===== src/rtl/jtpopeye_ioctl_tx.sv =====
// ROM download transmitter: pulls bytes from a valid/ready source and
// drives the ioctl bus with paced one-cycle write strobes.
// Ports: clk_rom, rst (sync, high), start, src_data/src_valid/src_ready,
//        downloading, ioctl_addr, ioctl_data, ioctl_wr, done, chksum.
module jtpopeye_ioctl_tx #(
  parameter logic [21:0] ROM_LEN = 22'd74752,
  parameter int          WR_GAP  = 4,
  parameter int          TAIL    = 8
) (
  input  logic        clk_rom,
  input  logic        rst,
  input  logic        start,
  input  logic [7:0]  src_data,
  input  logic        src_valid,
  output logic        src_ready,
  output logic        downloading,
  output logic [21:0] ioctl_addr,
  output logic [7:0]  ioctl_data,
  output logic        ioctl_wr,
  output logic        done,
  output logic [7:0]  chksum
);

  localparam logic [2:0] S_IDLE   = 3'd0;
  localparam logic [2:0] S_FETCH  = 3'd1;
  localparam logic [2:0] S_SETUP  = 3'd2;
  localparam logic [2:0] S_STROBE = 3'd3;
  localparam logic [2:0] S_GAP    = 3'd4;
  localparam logic [2:0] S_FINISH = 3'd5;

  localparam logic [3:0]  GAP_LD  = 4'(WR_GAP);
  localparam logic [7:0]  TAIL_LD = 8'(TAIL);
  localparam logic [21:0] LAST    = ROM_LEN - 22'd1;

  logic [2:0] state;
  logic [3:0] gap_cnt;
  logic [7:0] tail_cnt;
  logic       last;
  logic       adv;

  assign src_ready = (state == S_FETCH);
  assign last      = (ioctl_addr == LAST);

  // Leave the strobe/gap phase: straight from STROBE when there is
  // no gap, otherwise on the final gap cycle.
  assign adv = ((state == S_STROBE) && (GAP_LD == 4'd0)) ||
               ((state == S_GAP) && (gap_cnt <= 4'd1));

  always_ff @(posedge clk_rom) begin
    if (rst) begin
      state       <= S_IDLE;
      gap_cnt     <= 4'd0;
      tail_cnt    <= 8'd0;
      downloading <= 1'b0;
      ioctl_addr  <= 22'd0;
      ioctl_data  <= 8'd0;
      ioctl_wr    <= 1'b0;
      done        <= 1'b0;
      chksum      <= 8'd0;
    end else begin
      ioctl_wr <= 1'b0;
      done     <= 1'b0;
      unique case (state)
        S_IDLE: begin
          if (start) begin
            state       <= S_FETCH;
            downloading <= 1'b1;
            ioctl_addr  <= 22'd0;
            chksum      <= 8'd0;
          end
        end
        S_FETCH: begin
          if (src_valid) begin
            ioctl_data <= src_data;
            state      <= S_SETUP;
          end
        end
        S_SETUP: begin
          // Registered, so the strobe is high during STROBE.
          ioctl_wr <= 1'b1;
          state    <= S_STROBE;
        end
        S_STROBE: begin
          chksum  <= chksum + ioctl_data;
          gap_cnt <= GAP_LD;
          if (!adv) state <= S_GAP;
        end
        S_GAP: begin
          if (!adv) gap_cnt <= gap_cnt - 4'd1;
        end
        S_FINISH: begin
          if (tail_cnt <= 8'd1) begin
            downloading <= 1'b0;
            done        <= 1'b1;
            state       <= S_IDLE;
          end else begin
            tail_cnt <= tail_cnt - 8'd1;
          end
        end
        default: state <= S_IDLE;
      endcase
      if (adv) begin
        if (last) begin
          state    <= S_FINISH;
          tail_cnt <= TAIL_LD;
        end else begin
          ioctl_addr <= ioctl_addr + 22'd1;
          state      <= S_FETCH;
        end
      end
    end
  end

endmodule


===== config.mk =====
export PLATFORM = sky130hd
export DESIGN_NAME = jtpopeye_ioctl_tx
export DESIGN_NICKNAME = d
export VERILOG_FILES = /design/src/rtl/jtpopeye_ioctl_tx.sv
export SDC_FILE = /design/constraint.sdc
export NUM_CORES = 1
export LEC_CHECK = 0
export BUFFER_PORTS_ARGS = -buffer_cell sky130_fd_sc_hd__buf_2
export CAP_MARGIN = 20
export CORE_ASPECT_RATIO = 0.8
export CORE_MARGIN = 5
export CORE_UTILIZATION = 55
export CTS_CLUSTER_SIZE = 14
export DETAILED_ROUTE_END_ITERATION = 10
export PLACE_DENSITY = 0.8
export SYNTH_ARGS = -nofsm -noshare
export SYNTH_HDL_FRONTEND = slang
export SYNTH_SLANG_ARGS = --single-unit

===== constraint.sdc =====
create_clock -name clk_rom -period 2.3 [get_ports clk_rom]
set_input_delay 0.23 -clock clk_rom [delete_from_list [all_inputs] [get_ports clk_rom]]
set_output_delay 0.23 -clock clk_rom [all_outputs]
set_load 0.01 [all_outputs]

# Word-level counts from Yosys, hierarchy flattened
# Index checks and enable logic that the tools add are counted.
[op_classes] n_addsub=4 mul=0 div=0 magnitude_cmp=2 eq_ne=13 shifts=0 mux=23 n_bitwise=1 n_reduce_logical=11
[ops] cell="$mux 22" count=4
[ops] cell="$mux 8" count=5
[ops] cell="$add 22x1->22 const B" count=1
[ops] cell="$eq 22x17->1 const B" count=1
[ops] cell="$pmux 3 s6" count=1
[ops] cell="$pmux 8 s2" count=1
[ops] cell="$mux 3" count=5
[ops] cell="$add 8x8->8" count=1
[ops] cell="$le 8x1->1 const B" count=1
[ops] cell="$ne 2x2->1 const B" count=4
[ops] cell="$pmux 4 s2" count=1
[ops] cell="$sub 8x1->8 const B" count=1
[ops] cell="$eq 3x2->1 const B" count=2
[ops] cell="$eq 3x3->1 const B" count=2
[ops] cell="$ne 3x3->1 const B" count=2
[ops] cell="$reduce_and 2->1" count=3
[ops] cell="$reduce_bool 2->1" count=3
[ops] cell="$le 4x1->1 const B" count=1
[ops] cell="$mux 1" count=4
[ops] cell="$mux 4" count=1
[ops] cell="$reduce_and 4->1" count=1
[ops] cell="$sub 4x1->4 const B" count=1
[ops] cell="$eq 3x1->1 const B" count=1
[ops] cell="$logic_not 3->1" count=1
[ops] cell="other kinds (6)" count=6
[totals] reg_bits=56 latchBits=0 ram_bits=0 mem_bits_ro=0 input_bits=12 output_inout_bits=42 wordCells=63 n_memories=0

# Longest topological paths before layout
# Gate-level depths: netlist of the first run.
[depth] word_depth=5 mapped_depth=8 depth_no_buf=8

# Worst setup path after synthesis of the first run
# OpenSTA, ideal clock, no wires.
[synth_timing] path_kind="register to register" startpoint="reg ioctl_data[1]" endpoint="reg chksum[7]" setup_ns=0.075 arrival_ns=1.849 required_time_ns=2.225 path_slack_ns=0.377 stages_incl_launch_ff=8 n_path_buf=0 synth_period_minus_slack_ns=1.923 cell_sequence="dfxtp_1 > ha_1 > a21oi_1 > o211ai_1 > o41ai_1 > xor2_1 > or3_1 > a31oi_1"
[synth_between] elab_chain_cells=2
[synth_lines] element="from (decl)" line_no="18" text="output logic [7:0] ioctl_data,"
[synth_lines] element="from (signal assigned)" line_no="74" text="ioctl_data <= src_data;"
[synth_lines] element="$add 8x8->8" line_no="84" text="chksum <= chksum + ioctl_data;"
[synth_lines] element="$pmux 8 s2" line_no="63" text="unique case (state)"
[synth_lines] element="to (signal assigned)" line_no="84"
[synth_lines] element="to (decl)" line_no="21" text="output logic [7:0] chksum"
# No other way between the ends.
# A chain may end at the register's enable or synchronous reset.

# Final worst setup path of the first run
# Same ends and word-level chain as after synthesis.

==> results.cfg, run 1 <==
[critical_path]
start_kind = flip-flop
worstPathRequired_ns = 2.53
cp_max_fo = 4
cp-end-kind = flip-flop
worstPathArrival_ns = 2.35
worstSetupPathType = flip-flop to flip-flop

[floorplan]
ios = 54
core_area_um2 = 4680
rows = 22
start_util = 0.579
die_w_um = 88.4
dieArea_um2 = 6430
die_h_um = 72.8

[sta]
slew_headroom = 0.587
fin_crit_sh = 0.921
finClkSkew_ns = 0.00726
tightest_slew_ns = 0.619
finalWorstSetupSlack_ns = 0.182
hold_violations = 0
finalSetupTns_ns = 0
min_period_ns = 2.12
fmax_ghz = 0.472
drv_slew = 0
setup_viol = 0
rsz0062_at_grt = false

[cts]
cts_buffer_depth = 2
cts_setup_buffers = 0
cts_root_buf = clkbuf_8
htreeDepth = 2
clk_latency_ns = 0.30
cts_sinks = 56
holdBufCountCts = 0
clkTransAtPathRegs_ns = 0.09
cts.repair.resized = 0
tritoncts = yes
cts-buffers-inserted = 5

[finish]
drive_gt1_frac = 0.210
diodes = 0
nNetsFinal = 381
nFillCells = 407
syn_to_final_growth_pct = 15.2

[run_status]
status = completed

[hold_path]
min_path_type = input port to flip-flop

[yosys]
synth.cell_area_um2 = 2710
syn_nets = 328
yosysUniqueCellTypes = 48
synthArstFlopShare = 0
ys_seq_elements = 56
syn_area_per_cell_um2 = 8.94
synth_edf_count = 0
synth_warnings = 0
synthCells = 303
yosysSeqAreaShare = 0.414
ys.flop_type = dfxtp_1

[pwr]
powerDensity_nw_per_um2 = 538
p_leak_nw = 1.34
ir_drop_mv = 0.342

[grt]
grt_pass1_wl_mm = 9.47
grt_max_degree = 37
grt_usage = 0.180
grt_pass1_vias = 2078
grt_antenna_before_repair = 0
overflow = 0

[placed_design]
gp_congestion = 0.839
port_buffers = 53
dp_slack_ns = 0.228
dp_hpwl_mm = 4.13

[detailed_routing]
viasPerCell = 5.40
drt-pass1-iter-count = 4
drt_iter0_drc = 116
totalWireLength_mm = 5.69
wl_per_cell_um = 13.6
num_vias = 2253
ant_nets = 0
route.detailed.drc = 0

[job]
drv_cap = 0
==> worst paths after layout <==
path            startpoint            end  slack, ns  depth (start not counted)
max          ioctl_data[1]      chksum[7]       0.18                          7
min            src_data[7]  ioctl_data[7]       0.16                          3
max reg2reg  ioctl_data[1]      chksum[7]       0.18                          7
min reg2reg    downloading    downloading       0.50                          2
==> per-stage QoR <==
step | total power (W) | instances | cell area (um2) | hold WS, ns | util
finish | 0.00168 | 417 | 3120 | 0.157 | 0.667
global placement | 0.00115 | 409 | 3030 | 0.465 | 0.647
detailed placement | 0.00115 | 409 | 3030 | 0.470 | 0.647
floorplan | 0.00111 | 303 | 2710 | 0.377 | -
CTS | 0.00169 | 417 | 3120 | 0.149 | 0.667
global route | 0.00175 | 417 | 3120 | 0.162 | 0.667
==> Yosys cell counts (2+ instances only) <==
library cell	instances	share of area
dfxtp_1	56	0.41
nor2_1	53	0.073
xor2_1	20	0.065
nand3_1	17	0.031
nand2_1	16	0.022
a21oi_1	12	0.022
ha_1	12	0.055
nor3_1	11	0.020
mux2i_1	9	0.033
xnor2_1	8	0.026
inv_1	7	0.0097
nand4_1	7	0.016
clkbuf_1	6	0.0083
or3_1	6	0.014
a22oi_1	5	0.014
and4_1	4	0.013
nor2b_1	4	0.0092
o21ai_0	4	0.0074
o31ai_1	4	0.011
and2_1	3	0.0069
buf_2	3	0.0055
nor3b_1	3	0.0083
nor4_1	3	0.0069
a21o_1	2	0.0055
a31oi_1	2	0.0046
and3_1	2	0.0046
nor4b_1	2	0.0065
nor4b_2	2	0.011
==> registers in the layout (all words and copies together), names as in the netlist <==
| register | cells |
|---|---|
| ioctl_addr | 22 |
| chksum | 8 |
| ioctl_data | 8 |
| tail_cnt | 8 |
| gap_cnt | 4 |
| state | 3 |
| done | 1 |
| downloading | 1 |
| ioctl_wr | 1 |
==> power by group <==
part           internal [W]  total (W)  switching, W
registers          0.000984    0.00100     0.0000172
clock network      0.000245   0.000550      0.000305
logic             0.0000493   0.000127     0.0000777
==> cells in the final DEF (no fill, tap or decap), drive strengths merged, types with 2 or more instances in the layout <==
master,synthesis,layout
nor4,4,4
a31oi,2,2
inv,7,7
and2,3,3
nand4,7,7
o211ai,2,2
nand3,17,17
nor2b,4,4
mux2i,9,9
clkbuf,6,7
or3,6,6
and3,3,3
nor3b,5,5
nor4b,4,4
a21o,2,2
o21ai,5,5
a22oi,5,5
xnor2,8,8
o31ai,4,4
nand2,17,17
or2,2,2
and4,5,5
xor2,20,20
buf,4,56
a21oi,12,12
nor3,11,11
ha,12,12
nor2,54,54
dfxtp,56,56
==> cells by family after synthesis <==
family / share of synthesized area
compound gates: 0.0924
xor+xnor: 0.0906
fa+ha+maj: 0.0628
buf+inv: 0.0263
flops: 0.414
mux: 0.0333
simple gates: 0.281
==> layer usage <==
| layer | part of all wire | global-route usage | up-vias |
|---|---|---|---|
| li1 | - | - | 1167 |
| met1 | 0.48 | 0.245 | 1039 |
| met2 | 0.46 | 0.285 | 45 |
| met3 | 0.051 | 0.0440 | 2 |
| met4 | 0.0047 | 0.0503 | 0 |
| met5 | 0 | 0 | - |
==> area by class of cell <==
class / instances / area, um2 / share of cell area
multi-input combinational: 230 / 1520 / 0.486
timing repair buffer: 56 / 288 / 0.0923
tap: 60 / 75.1 / 0.0241
clock buffer: 7 / 86.3 / 0.0277
inverter: 7 / 26.3 / 0.00842
sequential: 56 / 1120 / 0.359
clock inverter: 1 / 7.51 / 0.00241
==> worst max-delay path: stages (launching register included) <==
cell	delay, ns
dfxtp_1	0.42
ha_1	0.26
a21oi_1	0.19
o211ai_1	0.18
o41ai_1	0.36
xor2_1	0.14
or3_1	0.37
a31oi_1	0.12
(Power assumes the default switching activity.)
==> inputs of run 2 (changes only) <==
--- a/config.mk
+++ b/config.mk
@@ -9,10 +9,10 @@
 export CAP_MARGIN = 20
 export CORE_ASPECT_RATIO = 0.8
 export CORE_MARGIN = 5
-export CORE_UTILIZATION = 55
+export CORE_UTILIZATION = 59
 export CTS_CLUSTER_SIZE = 14
 export DETAILED_ROUTE_END_ITERATION = 10
-export PLACE_DENSITY = 0.8
+export PLACE_DENSITY = 0.85
 export SYNTH_ARGS = -nofsm -noshare
 export SYNTH_HDL_FRONTEND = slang
 export SYNTH_SLANG_ARGS = --single-unit
==> constraint.sdc (replaced) <==
create_clock -name clk_rom -period 2.6 [get_ports clk_rom]
set_input_delay 0.26 -clock clk_rom [delete_from_list [all_inputs] [get_ports clk_rom]]
set_output_delay 0.26 -clock clk_rom [all_outputs]
set_load 0.01 [all_outputs]
==> run 2 against run 1 <==
Compared with the run above:
- setup slack improved by 0.30 ns
- maximum frequency barely moved
- cell area did not move
- sequential share of layout area did not move
- power fell by 11%
- routed wire length fell by 1.2%
- via count rose by 1.6%
- clock power fell by 10%
- sequential cell count did not move
- die area fell by 5.9%
==> results.cfg, run 2 (same netlist as run 1, synthesis figures left out) <==
[detailed_routing]
route.detailed.drc = 0
num_vias = 2288
viasPerCell = 5.49
drt_iter0_drc = 120
totalWireLength_mm = 5.62
wl_per_cell_um = 13.5
drt-pass1-iter-count = 5
ant_nets = 0

[pwr]
powerDensity_nw_per_um2 = 478
ir_drop_mv = 0.347
report.power.total_w = 0.00149
p_leak_nw = 1.34

[grt]
grt_use_met3 = 0.0454
grt_pass1_vias = 2186
busiest_layer = met2
grt_use_met2 = 0.313
grt_antenna_before_repair = 0
overflow = 0
grt_usage = 0.193
grt_pass1_wl_mm = 9.70
grt_max_degree = 37
use_met1 = 0.258

[critical_path]
worstPathRequired_ns = 2.83
cp_max_fo = 13
cpPeakStageDelay_ns = 0.55
worstPathArrival_ns = 2.35
start_kind = flip-flop
cp-end-kind = flip-flop
critPathSlowestCell = dfxtp_1
worstSetupPathType = flip-flop to flip-flop
crit_path_cell_trace = nor3b_4 > o211ai_2 > o21ba_4 > nand2_2 > or3_1 > a21oi_1

[finish]
nFillCells = 368
largest_register = ioctl_addr
final_common_cell = dfxtp_1
syn_to_final_growth_pct = 15.2
diodes = 0
largest_reg_flops = 22
nNetsFinal = 381
layout_common_cells = dfxtp_1 (56), nor2_1 (53), buf_2 (53)
final_cell_count_no_fill = 417
drive_gt1_frac = 0.210

[cts]
cts_root_buf = clkbuf_8
htreeDepth = 2
clk_latency_ns = 0.31
cts_sinks = 56
cts_setup_buffers = 0
cts-buffers-inserted = 5
cts_buffer_depth = 2
holdBufCountCts = 0
tritoncts = yes
clkTransAtPathRegs_ns = 0.10
cts.repair.resized = 0

[floorplan]
core_area_um2 = 4510
rows = 22
start_util = 0.600
dieArea_um2 = 6050
die_h_um = 70.6
ios = 54
die_w_um = 85.7

[placed_design]
gp_congestion = 0.803
dp_slack_ns = 0.541
placed_cells = 409
port_buffers = 53
dp_hpwl_mm = 4.12

[sta]
fin_crit_sh = 0.815
setup_viol = 0
hold_violations = 0
finClkSkew_ns = 0.00581
fmax_ghz = 0.472
min_period_ns = 2.12
rsz0062_at_grt = false
slew_headroom = 0.567
finalWorstSetupSlack_ns = 0.481
finalSetupTns_ns = 0
drv_slew = 0
tightest_slew_ns = 0.649

[hold_path]
min_path_type = input port to flip-flop

[job]
drv_cap = 0

[run_status]
status = completed
==> run 2: path summary, 6_finish.rpt <==
check | startpoint | endpoint | slack [ns] | depth (start not counted)
worst max-delay path | state[2] | ioctl_addr[21] | 0.48 | 6
worst min-delay path | src_data[1] | ioctl_data[1] | 0.19 | 3
worst max register to register | state[2] | ioctl_addr[21] | 0.48 | 6
worst min register to register | downloading | downloading | 0.50 | 2
==> run 2: routing by layer <==
metal	part of all wire	wire (um)
met5	0	0
met4	0.010	57
met3	0.052	292
met2	0.46	2560
met1	0.48	2710
==> run 2: metrics by stage <==
| step | cell area (um2) | utilization | hold slack (ns) |
|---|---|---|---|
| after floorplan | 2710 | - | 0.407 |
| after global placement | 3030 | 0.670 | 0.480 |
| after detailed placement | 3030 | 0.670 | 0.500 |
| after CTS | 3120 | 0.691 | 0.178 |
| after global routing | 3120 | 0.691 | 0.192 |
| final | 3120 | 0.691 | 0.187 |
==> run 2: report_power, final <==
part	internal, W	total [W]	switching, W
Clock	0.000217	0.000493	0.000276
Sequential	0.000870	0.000886	0.0000162
Combinational	0.0000453	0.000112	0.0000667
==> run 2: area by class of cell <==
class | count | area (um2) | share of cell area
Clock buffer | 7 | 86.3 | 0.0277
Sequential cell | 56 | 1120 | 0.359
Multi-Input combinational cell | 230 | 1520 | 0.486
Inverter | 7 | 26.3 | 0.00842
Timing Repair Buffer | 56 | 288 | 0.0923
Clock inverter | 1 | 7.51 | 0.00241
Tap cell | 60 | 75.1 | 0.0241
==> run 2: critical path: cells and delay by family, from the launching register on <==
family | cells | cell delay (ns)
AO/OA/AOI/OAI | 3 | 0.67
flip-flops | 1 | 0.55
AND/OR/NAND/NOR | 3 | 0.81
==> inputs of run 3 (changes only) <==
--- a/config.mk
+++ b/config.mk
@@ -9,10 +9,10 @@
 export CAP_MARGIN = 20
 export CORE_ASPECT_RATIO = 0.8
 export CORE_MARGIN = 5
-export CORE_UTILIZATION = 59
+export CORE_UTILIZATION = 49
 export CTS_CLUSTER_SIZE = 14
 export DETAILED_ROUTE_END_ITERATION = 10
-export PLACE_DENSITY = 0.85
+export PLACE_DENSITY = 0.75
 export SYNTH_ARGS = -nofsm -noshare
 export SYNTH_HDL_FRONTEND = slang
 export SYNTH_SLANG_ARGS = --single-unit
==> constraint.sdc (replaced) <==
create_clock -name clk_rom -period 1.7 [get_ports clk_rom]
set_input_delay 0.17 -clock clk_rom [delete_from_list [all_inputs] [get_ports clk_rom]]
set_output_delay 0.17 -clock clk_rom [all_outputs]
set_load 0.01 [all_outputs]
==> run 3 against run 2 <==
Compared with the run above:
- the run now ends with negative setup slack left
- combinational power increased by 150%
- power grew 78%
- cell count rose by 20%
- global-route usage is 1.8 points higher
- critical endpoint is now chksum[6]
- largest cell class unchanged
==> results.cfg, run 3 (same netlist as run 1, synthesis figures left out) <==
[pwr]
p_sw_frac = 0.230
p_leak_nw = 1.89
powerDensity_nw_per_um2 = 624
clkPwrFrac = 0.389
pwr-share-seq = 0.507
p_int_w = 0.00204
p_comb_frac = 0.104
ir_drop_mv = 0.785
power.switching_w = 0.000611

[cts]
htreeDepth = 2
tritoncts = yes
cts_root_buf = clkbuf_8
cts_sinks = 56
clk_latency_ns = 0.32
clkTransAtPathRegs_ns = 0.11
cts_buffer_depth = 2
cts-buffers-inserted = 5
holdBufCountCts = 0

[floorplan]
dieArea_um2 = 7120
ios = 54
core_area_um2 = 5410
die_h_um = 76.5
rows = 24
start_util = 0.501
die_w_um = 93.1

[placed_design]
gp_congestion = 0.833
port_buffers = 53
placed_cells = 472
dp_hpwl_mm = 5.17

[detailed_routing]
wl_per_cell_um = 18.3
ant_nets = 0
num_vias = 2847
drt-pass1-iter-count = 4
drt_iter0_drc = 155
totalWireLength_mm = 9.19
viasPerCell = 5.67
route.detailed.drc = 0

[sta]
finalWorstSetupSlack_ns = -0.233
fin_crit_sh = 1.14
slew_headroom = 0.598
tightest_slew_ns = 0.601
hold_violations = 0
drv_slew = 0
finClkSkew_ns = 0.0150
rsz0062_at_grt = true
fmax_ghz = 0.517
setup_viol = 19
min_period_ns = 1.93
finalSetupTns_ns = -1.73

[critical_path]
worstPathArrival_ns = 2.14
cp_max_fo = 3
worstPathRequired_ns = 1.91
worstSetupPathType = flip-flop to flip-flop
start_kind = flip-flop
cp-end-kind = flip-flop

[grt]
grt_pass1_vias = 2682
grt_pass1_wl_mm = 12.3
grt_usage = 0.211
grt_max_degree = 21
grt_antenna_before_repair = 0
overflow = 0

[run_status]
status = finished, violations left
violations = negative setup slack

[finish]
final_common_cell = buf_4
largest_reg_flops = 22
layout_common_cells = buf_4 (68), buf_2 (53), nor2_1 (50)
syn_to_final_growth_pct = 57.3
drive_gt1_frac = 0.519
diodes = 0
largest_register = ioctl_addr
nNetsFinal = 461
final_cell_count_no_fill = 502

[job]
drv_cap = 0

[hold_path]
min_path_type = input port to flip-flop
[run 3: layer usage]
metal,wire length (um),vias to the layer above,GRT usage
li1,-,1330,-
met1,3710,1375,0.269
met2,4670,110,0.359
met3,469,32,0.0454
met4,344,0,0.0527
met5,0,-,0
[run 3: worst paths after layout]
| check | startpoint | end | slack (ns) | cells past startpoint |
|---|---|---|---|---|
| setup / recovery | ioctl_data[1] | chksum[6] | -0.23 | 8 |
| hold / removal | src_data[2] | ioctl_data[2] | 0.09 | 3 |
| setup reg to reg | ioctl_data[1] | chksum[6] | -0.23 | 8 |
| hold reg to reg | chksum[7] | chksum[7] | 0.52 | 2 |
[run 3: per-stage QoR]
step	hold slack [ns]	worst slack (ns)	utilization	area [um2]	total power [W]
2_1_floorplan	0.316	-0.0683	-	2810	0.00151
3_3_place_gp	0.407	-0.123	0.665	3590	0.00161
3_5_place_dp	0.416	-0.204	0.665	3590	0.00162
4_1_cts	0.0852	-0.124	0.727	3930	0.00264
5_1_grt	0.0957	-0.421	0.788	4260	0.00275
6_report	0.0927	-0.233	0.788	4260	0.00266
[run 3: repair_timing]
item,CTS,global route
setup buffers,15,13
gates cloned,0,0
pin swaps,21,42
endpoints found under the setup margin,25,45
resized for setup,22,62
[run 3: cell type report]
class / instances / area [um2]
clock buffers: 6 / 72.6
clock inverters: 2 / 60.1
fillers: 325 / 1150
inverters: 7 / 26.3
multi-input cells: 230 / 1890
flip-flops and latches: 56 / 1160
well taps: 65 / 81.3
repair buffers: 136 / 962
[run 3: power by group through the flow]
stage / Clock [W] / Sequential, W / Combinational, W
after floorplan: 0 / 0.00139 / 0.000118
after global routing: 0.00110 / 0.00135 / 0.000298
after CTS: 0.00104 / 0.00135 / 0.000250
final: 0.00103 / 0.00135 / 0.000276
after detailed placement: 0 / 0.00138 / 0.000243
after global placement: 0 / 0.00138 / 0.000237
[run 3: critical path, cell delays in order, from the launching register on]
cell and delay (ns):
dfxtp_4 0.38, buf_6 0.13, fa_2 0.38, a21o_1 0.19
a21oi_2 0.20, o21bai_1 0.10, a21oi_2 0.14, xor2_1 0.08
o31ai_1 0.22
